<file path="src/rtl/alu_pkg.sv">
// Shared constants for the bit-serial ALU sequencer: opcodes, FSM states and
// the bit positions of each candidate inside mux_d.
package alu_pkg;

  localparam logic [2:0] OP_AND = 3'b000;
  localparam logic [2:0] OP_OR  = 3'b001;
  localparam logic [2:0] OP_XOR = 3'b010;
  localparam logic [2:0] OP_ADD = 3'b011;
  localparam logic [2:0] OP_SUB = 3'b111;

  typedef enum logic [1:0] {
    IDLE = 2'd0,
    RUN  = 2'd1,
    DONE = 2'd2
  } state_t;

  // The candidate index equals the mux select value that picks it.
  localparam int MUX_AND = 0;
  localparam int MUX_OR  = 1;
  localparam int MUX_XOR = 2;
  localparam int MUX_SUM = 3;

endpackage

</file>
<file path="src/rtl/alu_bitserial_seq_if.sv">
// Bus between the sequencer, its requester/consumer and the external 4:1 mux.
// Handshakes: a transfer happens on a rising edge where valid and ready are both 1;
// valid never depends combinationally on ready, and payload is held while valid=1.
interface alu_bitserial_seq_if #(
  parameter int WIDTH = 8
);
  logic                start_valid;
  logic                start_ready;
  logic [2:0]          op;
  logic [WIDTH-1:0]    a;
  logic [WIDTH-1:0]    b;
  logic [3:0]          mux_d;
  logic [1:0]          mux_sel;
  logic                mux_out;
  logic                res_valid;
  logic                res_ready;
  logic [WIDTH-1:0]    result;
  logic                carry_out;
  logic                zero;
  alu_pkg::state_t     dbg_state;

  modport slave (
    input  start_valid, op, a, b, mux_out, res_ready,
    output start_ready, mux_d, mux_sel, res_valid, result, carry_out, zero, dbg_state
  );

  modport master (
    output start_valid, op, a, b, mux_out, res_ready,
    input  start_ready, mux_d, mux_sel, res_valid, result, carry_out, zero, dbg_state
  );
endinterface

</file>
<file path="src/rtl/alu_bit_slice.sv">
// One-bit ALU slice: produces the four candidate result bits and the carry
// for a single bit position of the serial datapath.
module alu_bit_slice
  import alu_pkg::*;
(
  input  logic       a_k,
  input  logic       b_k,
  input  logic       cin,
  output logic [3:0] cand,
  output logic       cout
);

  always_comb begin
    cand          = '0;
    cand[MUX_AND] = a_k & b_k;
    cand[MUX_OR]  = a_k | b_k;
    cand[MUX_XOR] = a_k ^ b_k;
    cand[MUX_SUM] = a_k ^ b_k ^ cin;
    cout          = (a_k & b_k) | (a_k & cin) | (b_k & cin);
  end

endmodule

</file>
<file path="src/rtl/alu_bitserial_seq.sv">
// Bit-serial ALU sequencer: shifts operands LSB first through one bit slice,
// lets the external mux pick the result bit and reassembles the result word.
module alu_bitserial_seq
  import alu_pkg::*;
#(
  parameter  int WIDTH = 8,
  localparam int CNT_W = $clog2(WIDTH)
) (
  input  logic                  clk,
  input  logic                  rst,
  alu_bitserial_seq_if.slave    bus
);

  state_t             state_q, state_d;
  logic [WIDTH-1:0]   a_q, a_d, b_q, b_d;
  logic [WIDTH-1:0]   sh_q, sh_d;
  logic [WIDTH-1:0]   result_q, result_d;
  logic [1:0]         sel_q, sel_d;
  logic               carry_q, carry_d;
  logic               cout_q, cout_d;
  logic               zero_q, zero_d;
  logic [CNT_W-1:0]   cnt_q, cnt_d;
  logic [3:0]         cand;
  logic               slice_cout;

  alu_bit_slice u_slice (
    .a_k  (a_q[0]),
    .b_k  (b_q[0]),
    .cin  (carry_q),
    .cand (cand),
    .cout (slice_cout)
  );

  always_comb begin
    state_d         = state_q;
    a_d             = a_q;
    b_d             = b_q;
    sh_d            = sh_q;
    result_d        = result_q;
    sel_d           = sel_q;
    carry_d         = carry_q;
    cout_d          = cout_q;
    zero_d          = zero_q;
    cnt_d           = cnt_q;
    bus.start_ready = 1'b0;
    bus.res_valid   = 1'b0;
    bus.mux_d       = '0;
    bus.mux_sel     = '0;

    case (state_q)
      IDLE: begin
        bus.start_ready = 1'b1;
        if (bus.start_valid) begin
          a_d     = bus.a;
          b_d     = bus.op[2] ? ~bus.b : bus.b;
          sel_d   = bus.op[1:0];
          carry_d = bus.op[2];
          cnt_d   = '0;
          state_d = RUN;
        end
      end
      RUN: begin
        bus.mux_d   = cand;
        bus.mux_sel = sel_q;
        sh_d        = {bus.mux_out, sh_q[WIDTH-1:1]};
        a_d         = a_q >> 1;
        b_d         = b_q >> 1;
        carry_d     = slice_cout;
        cnt_d       = cnt_q + 1'b1;
        // Visible outputs only change here, so they hold across RUN and IDLE.
        if (cnt_q == CNT_W'(WIDTH - 1)) begin
          state_d  = DONE;
          result_d = sh_d;
          cout_d   = (sel_q == 2'(MUX_SUM)) ? slice_cout : 1'b0;
          zero_d   = (sh_d == '0);
        end
      end
      DONE: begin
        bus.res_valid = 1'b1;
        if (bus.res_ready) begin
          state_d = IDLE;
        end
      end
      default: begin
        state_d = IDLE;
      end
    endcase
  end

  always_ff @(posedge clk) begin
    if (rst) begin
      state_q  <= IDLE;
      a_q      <= '0;
      b_q      <= '0;
      sh_q     <= '0;
      result_q <= '0;
      sel_q    <= '0;
      carry_q  <= 1'b0;
      cout_q   <= 1'b0;
      zero_q   <= 1'b0;
      cnt_q    <= '0;
    end else begin
      state_q  <= state_d;
      a_q      <= a_d;
      b_q      <= b_d;
      sh_q     <= sh_d;
      result_q <= result_d;
      sel_q    <= sel_d;
      carry_q  <= carry_d;
      cout_q   <= cout_d;
      zero_q   <= zero_d;
      cnt_q    <= cnt_d;
    end
  end

  assign bus.result    = result_q;
  assign bus.carry_out = cout_q;
  assign bus.zero      = zero_q;
  assign bus.dbg_state = state_q;

endmodule

</file>
<file path="src/flat_wrapper.sv">
// flat-port wrapper written by rule: the top's interface ports become plain ports
module alu_bitserial_seq_flat import alu_pkg::*;
#(
  parameter  int WIDTH = 8,
  localparam int CNT_W = $clog2(WIDTH)
)
  (clk, rst, bus_start_valid, bus_op, bus_a, bus_b, bus_mux_out, bus_res_ready, bus_start_ready, bus_mux_d, bus_mux_sel, bus_res_valid, bus_result, bus_carry_out, bus_zero, bus_dbg_state);
  alu_bitserial_seq_if #(.WIDTH(WIDTH)) bus_i ();
  input  logic clk;
  input  logic rst;
  input wire logic [$bits(bus_i.start_valid)-1:0] bus_start_valid;
  input wire logic [$bits(bus_i.op)-1:0] bus_op;
  input wire logic [$bits(bus_i.a)-1:0] bus_a;
  input wire logic [$bits(bus_i.b)-1:0] bus_b;
  input wire logic [$bits(bus_i.mux_out)-1:0] bus_mux_out;
  input wire logic [$bits(bus_i.res_ready)-1:0] bus_res_ready;
  output wire logic [$bits(bus_i.start_ready)-1:0] bus_start_ready;
  output wire logic [$bits(bus_i.mux_d)-1:0] bus_mux_d;
  output wire logic [$bits(bus_i.mux_sel)-1:0] bus_mux_sel;
  output wire logic [$bits(bus_i.res_valid)-1:0] bus_res_valid;
  output wire logic [$bits(bus_i.result)-1:0] bus_result;
  output wire logic [$bits(bus_i.carry_out)-1:0] bus_carry_out;
  output wire logic [$bits(bus_i.zero)-1:0] bus_zero;
  output wire logic [$bits(bus_i.dbg_state)-1:0] bus_dbg_state;
  assign bus_i.start_valid = bus_start_valid;
  assign bus_i.op = bus_op;
  assign bus_i.a = bus_a;
  assign bus_i.b = bus_b;
  assign bus_i.mux_out = bus_mux_out;
  assign bus_i.res_ready = bus_res_ready;
  assign bus_start_ready = bus_i.start_ready;
  assign bus_mux_d = bus_i.mux_d;
  assign bus_mux_sel = bus_i.mux_sel;
  assign bus_res_valid = bus_i.res_valid;
  assign bus_result = bus_i.result;
  assign bus_carry_out = bus_i.carry_out;
  assign bus_zero = bus_i.zero;
  assign bus_dbg_state = bus_i.dbg_state;
  alu_bitserial_seq #(.WIDTH(WIDTH)) u_core (.clk(clk), .rst(rst), .bus(bus_i));
endmodule
</file>
<file path="config.mk">
export PLATFORM = sky130hd
export DESIGN_NAME = alu_bitserial_seq_flat
export DESIGN_NICKNAME = d
export VERILOG_FILES = /design/src/rtl/alu_pkg.sv /design/src/rtl/alu_bitserial_seq_if.sv /design/src/rtl/alu_bit_slice.sv /design/src/rtl/alu_bitserial_seq.sv /design/src/flat_wrapper.sv
export SDC_FILE = /design/constraint.sdc
export NUM_CORES = 1
export LEC_CHECK = 0
export ABC_AREA = 1
export CORE_MARGIN = 2
export CORE_UTILIZATION = 50
export DETAILED_ROUTE_END_ITERATION = 12
export GPL_TIMING_DRIVEN = 0
export PLACE_DENSITY = 0.91
export SLEW_MARGIN = 25
export SYNTH_ARGS = -nofsm -noshare
export SYNTH_HDL_FRONTEND = slang
export SYNTH_HIERARCHICAL = 1
export SYNTH_SLANG_ARGS = --single-unit
</file>
<file path="constraint.sdc">
create_clock -name clk -period 3.5 [get_ports clk]
set_input_delay 0.7 -clock clk [delete_from_list [all_inputs] [get_ports clk]]
set_output_delay 0.7 -clock clk [all_outputs]
set_load 0.005 [all_outputs]
</file>
==> metrics <==
status finished clean; post-synthesis mux area share 0; first-pass GRT wire length ~7100 µm; layout cells sized above 1 0.0601; core footprint between 3000 and 4000 µm²; Synth Area in Adders 0.0370; RSZ-0062 raised after global routing false; R2R depth 7; max incr delay on CP 540 ps; Yosys cell types 19; Synth Area in Compound Gates 0.115; flop2flop setup slack just over 2000 ps; max-slew violations 0; Rows 22; Relative slew margins 0.687; FF-to-FF Start u_core/cnt_q[0]; FF+latch count, synth a little over 40; Hold Startpoint u_core/bus.result[3]; synthesized instance count ~280; Critical Path AT around 1800 ps; Hold Crit Depth 2; drt via density slightly below 5; CP top delay family adder cells; crit start category register; WP data required about 2800 ps; Vias 1866; Max Fclk between 300 and 400 MHz; pwr/cell area approximately 420 nW/µm²; gr ovfl total 0; total CTS buffers 5; Placer Congestion between 0.8 and 0.9; Die Y between 60 and 70 µm; # diodes 0; Final period util 0.714; fillers 310; final count of hold timing violations 0; final setup vio count 0; Worst-path clk slew 70 ps; most frequent cells in the layout nand2_1, nor2_1, clkdlybuf4s50_1; initial DRC count a little over 100; hold_ws 468 ps; ys async rst share 0; min-delay worst type reg2reg; Slew @ Worst Pin about 470 ps; initial antenna violation count 0; CTS Sinks roughly 40; TritonCTS clock tree built; largest net degree at the start of global routing 13; Fin Setup TNS 0 ps; CTS resizes 0; synthesis-to-finish area growth 31.5%; Clock Tree Buf Depth 2; CP cell instances fa_1, inv_1, nor2_1, clkdlybuf4s50_1; source of the critical timing path u_core/a_q[0]; Synth Flop Type dfxtp_1; CTS HTree Levels 2; CP max-delay cell fa_1; # hold bufs at CTS 0; Hold Path End u_core/bus.result[3]; CTS root buf clkbuf_8; Worst setup EP type output port; Post-CTS Setup Bufs 0; sequential element share of the synthesized area 0.434; MaxCap Viol Count 0; Initial Util 0.517; Routed Wire Length roughly 4200 µm; Post-Synth XOR/XNOR Area 0.00463; Post-synth EDFFs 0; Pre-antenna DRT Iters 4; Sequential cell area 821 µm²; multi-input logic area around 890 µm²; Global Route Usage Sum 0.216; number of global-route vias before repair around 1600; syn nets between 300 and 400; nets ~360; WP buf/inv 2; leak pwr 0.00116 µW; simple-gate share of the synthesized area 0.314; Synth warnings 6; IO Count 44; main combinational cell family by area after synthesis simple AND/OR/NAND/NOR gates; worst skew pair latency 290 ps; most common cell after layout, fill and taps aside nand2_1; CP Class reg2out; DP HPWL 3070 µm; clk_skew ~3.9 ps; Mean Syn Cell Area around 6.7 µm²; final period demand of the worst path 2500 ps; Die W between 60 and 70 µm; DRC viols 0; wire per inst around 11 µm; Max IR drop VDD a little over 0.3 mV; Antenna Nets Post-Route 0; post-synthesis cell area 1890 µm²; Worst R2R End u_core/bus.result[7]; Crit Path Max Fanout 4; I/O Buffers 42; die area 4290 µm²
-- layer usage --
layer  up-vias  track usage  share of wire
met2        58        0.371           0.51
li1        965            -              -
met4         0       0.0729         0.0084
met5         -            0              0
met1       838        0.264           0.43
met3         5       0.0548          0.052
-- layout make-up --
type,count,share of cell area
Inverter,32,0.0483
Tap cell,48,0.0241
Clock inverter,1,0.0121
Timing Repair Buffer,42,0.169
Multi-Input combinational cell,199,0.358
Buffer,11,0.0241
Clock buffer,7,0.0347
Sequential cell,41,0.330
-- sequential cells by signal (all words and copies together), names as in the netlist --
| register | cells |
|---|---|
| u_core/a_q | 8 |
| u_core/b_q | 8 |
| u_core/bus.result | 8 |
| u_core/sh_q | 7 |
| u_core/cnt_q | 3 |
| u_core/bus.dbg_state | 2 |
| u_core/sel_q | 2 |
| u_core/bus.carry_out | 1 |
| u_core/bus.zero | 1 |
| u_core/carry_q | 1 |
-- cells in the mapped netlist, types with 2 or more instances --
| library cell | n | area, µm² |
|---|---|---|
| inv_1 | 29 | 109 |
| buf_2 | 3 | 15.0 |
| inv_2 | 3 | 11.3 |
| clkbuf_1 | 4 | 15.0 |
| nand2_1 | 98 | 368 |
| nor2_1 | 44 | 165 |
| a21oi_1 | 17 | 85.1 |
| ha_1 | 4 | 50.1 |
| o21a_1 | 2 | 15.0 |
| dfxtp_1 | 41 | 821 |
| o21ai_0 | 19 | 95.1 |
| nand3_1 | 8 | 40.0 |
| o21ai_1 | 2 | 10.0 |
| buf_4 | 4 | 30.0 |
-- per-stage QoR --
step	util	instances	instance area, µm²	setup slack [ps]	total power [µW]
after floorplan	-	283	1890	1800	617
after global placement	0.648	373	2370	1310	675
after detailed placement	0.648	373	2370	1300	683
after CTS	0.680	381	2490	985	1060
after global routing	0.680	381	2490	861	1110
final	0.680	381	2490	1000	1060
-- power breakdown --
part	total, µW	internal [µW]	leakage [µW]	switching (µW)
combinational	161	73.7	0.000765	86.9
clock	383	232	0.0000585	151
sequential	514	493	0.000336	20.4
-- worst register-to-register path: stages (launching register included) --
cell	delay (ps)
dfxtp_1	350
ha_1	150
ha_1	180
nand3_2	220
inv_1	140
buf_4	180
o21ai_1	70
a21oi_1	120
-- worst max path at each step --
stage | to | slack [ps] | depth (start not counted)
final | bus_mux_d[3] | 1000 | 4
after floorplan | bus_mux_d[3] | 1800 | 3
after global routing | bus_mux_sel[0] | 860 | 5
after CTS | bus_mux_d[3] | 980 | 4
after detailed placement | bus_mux_d[3] | 1300 | 4
after global placement | bus_mux_d[3] | 1310 | 4
-- kinds of logic after synthesis --
kind of cell | after synthesis
buffers and inverters | 43
xor gates and xnor gates | 1
DFF | 41
and+or+nand+nor | 152
adders and majority gates | 5
AOI/OAI and AO/OA | 41
Note: power is estimated with default switching activity, not from simulation.
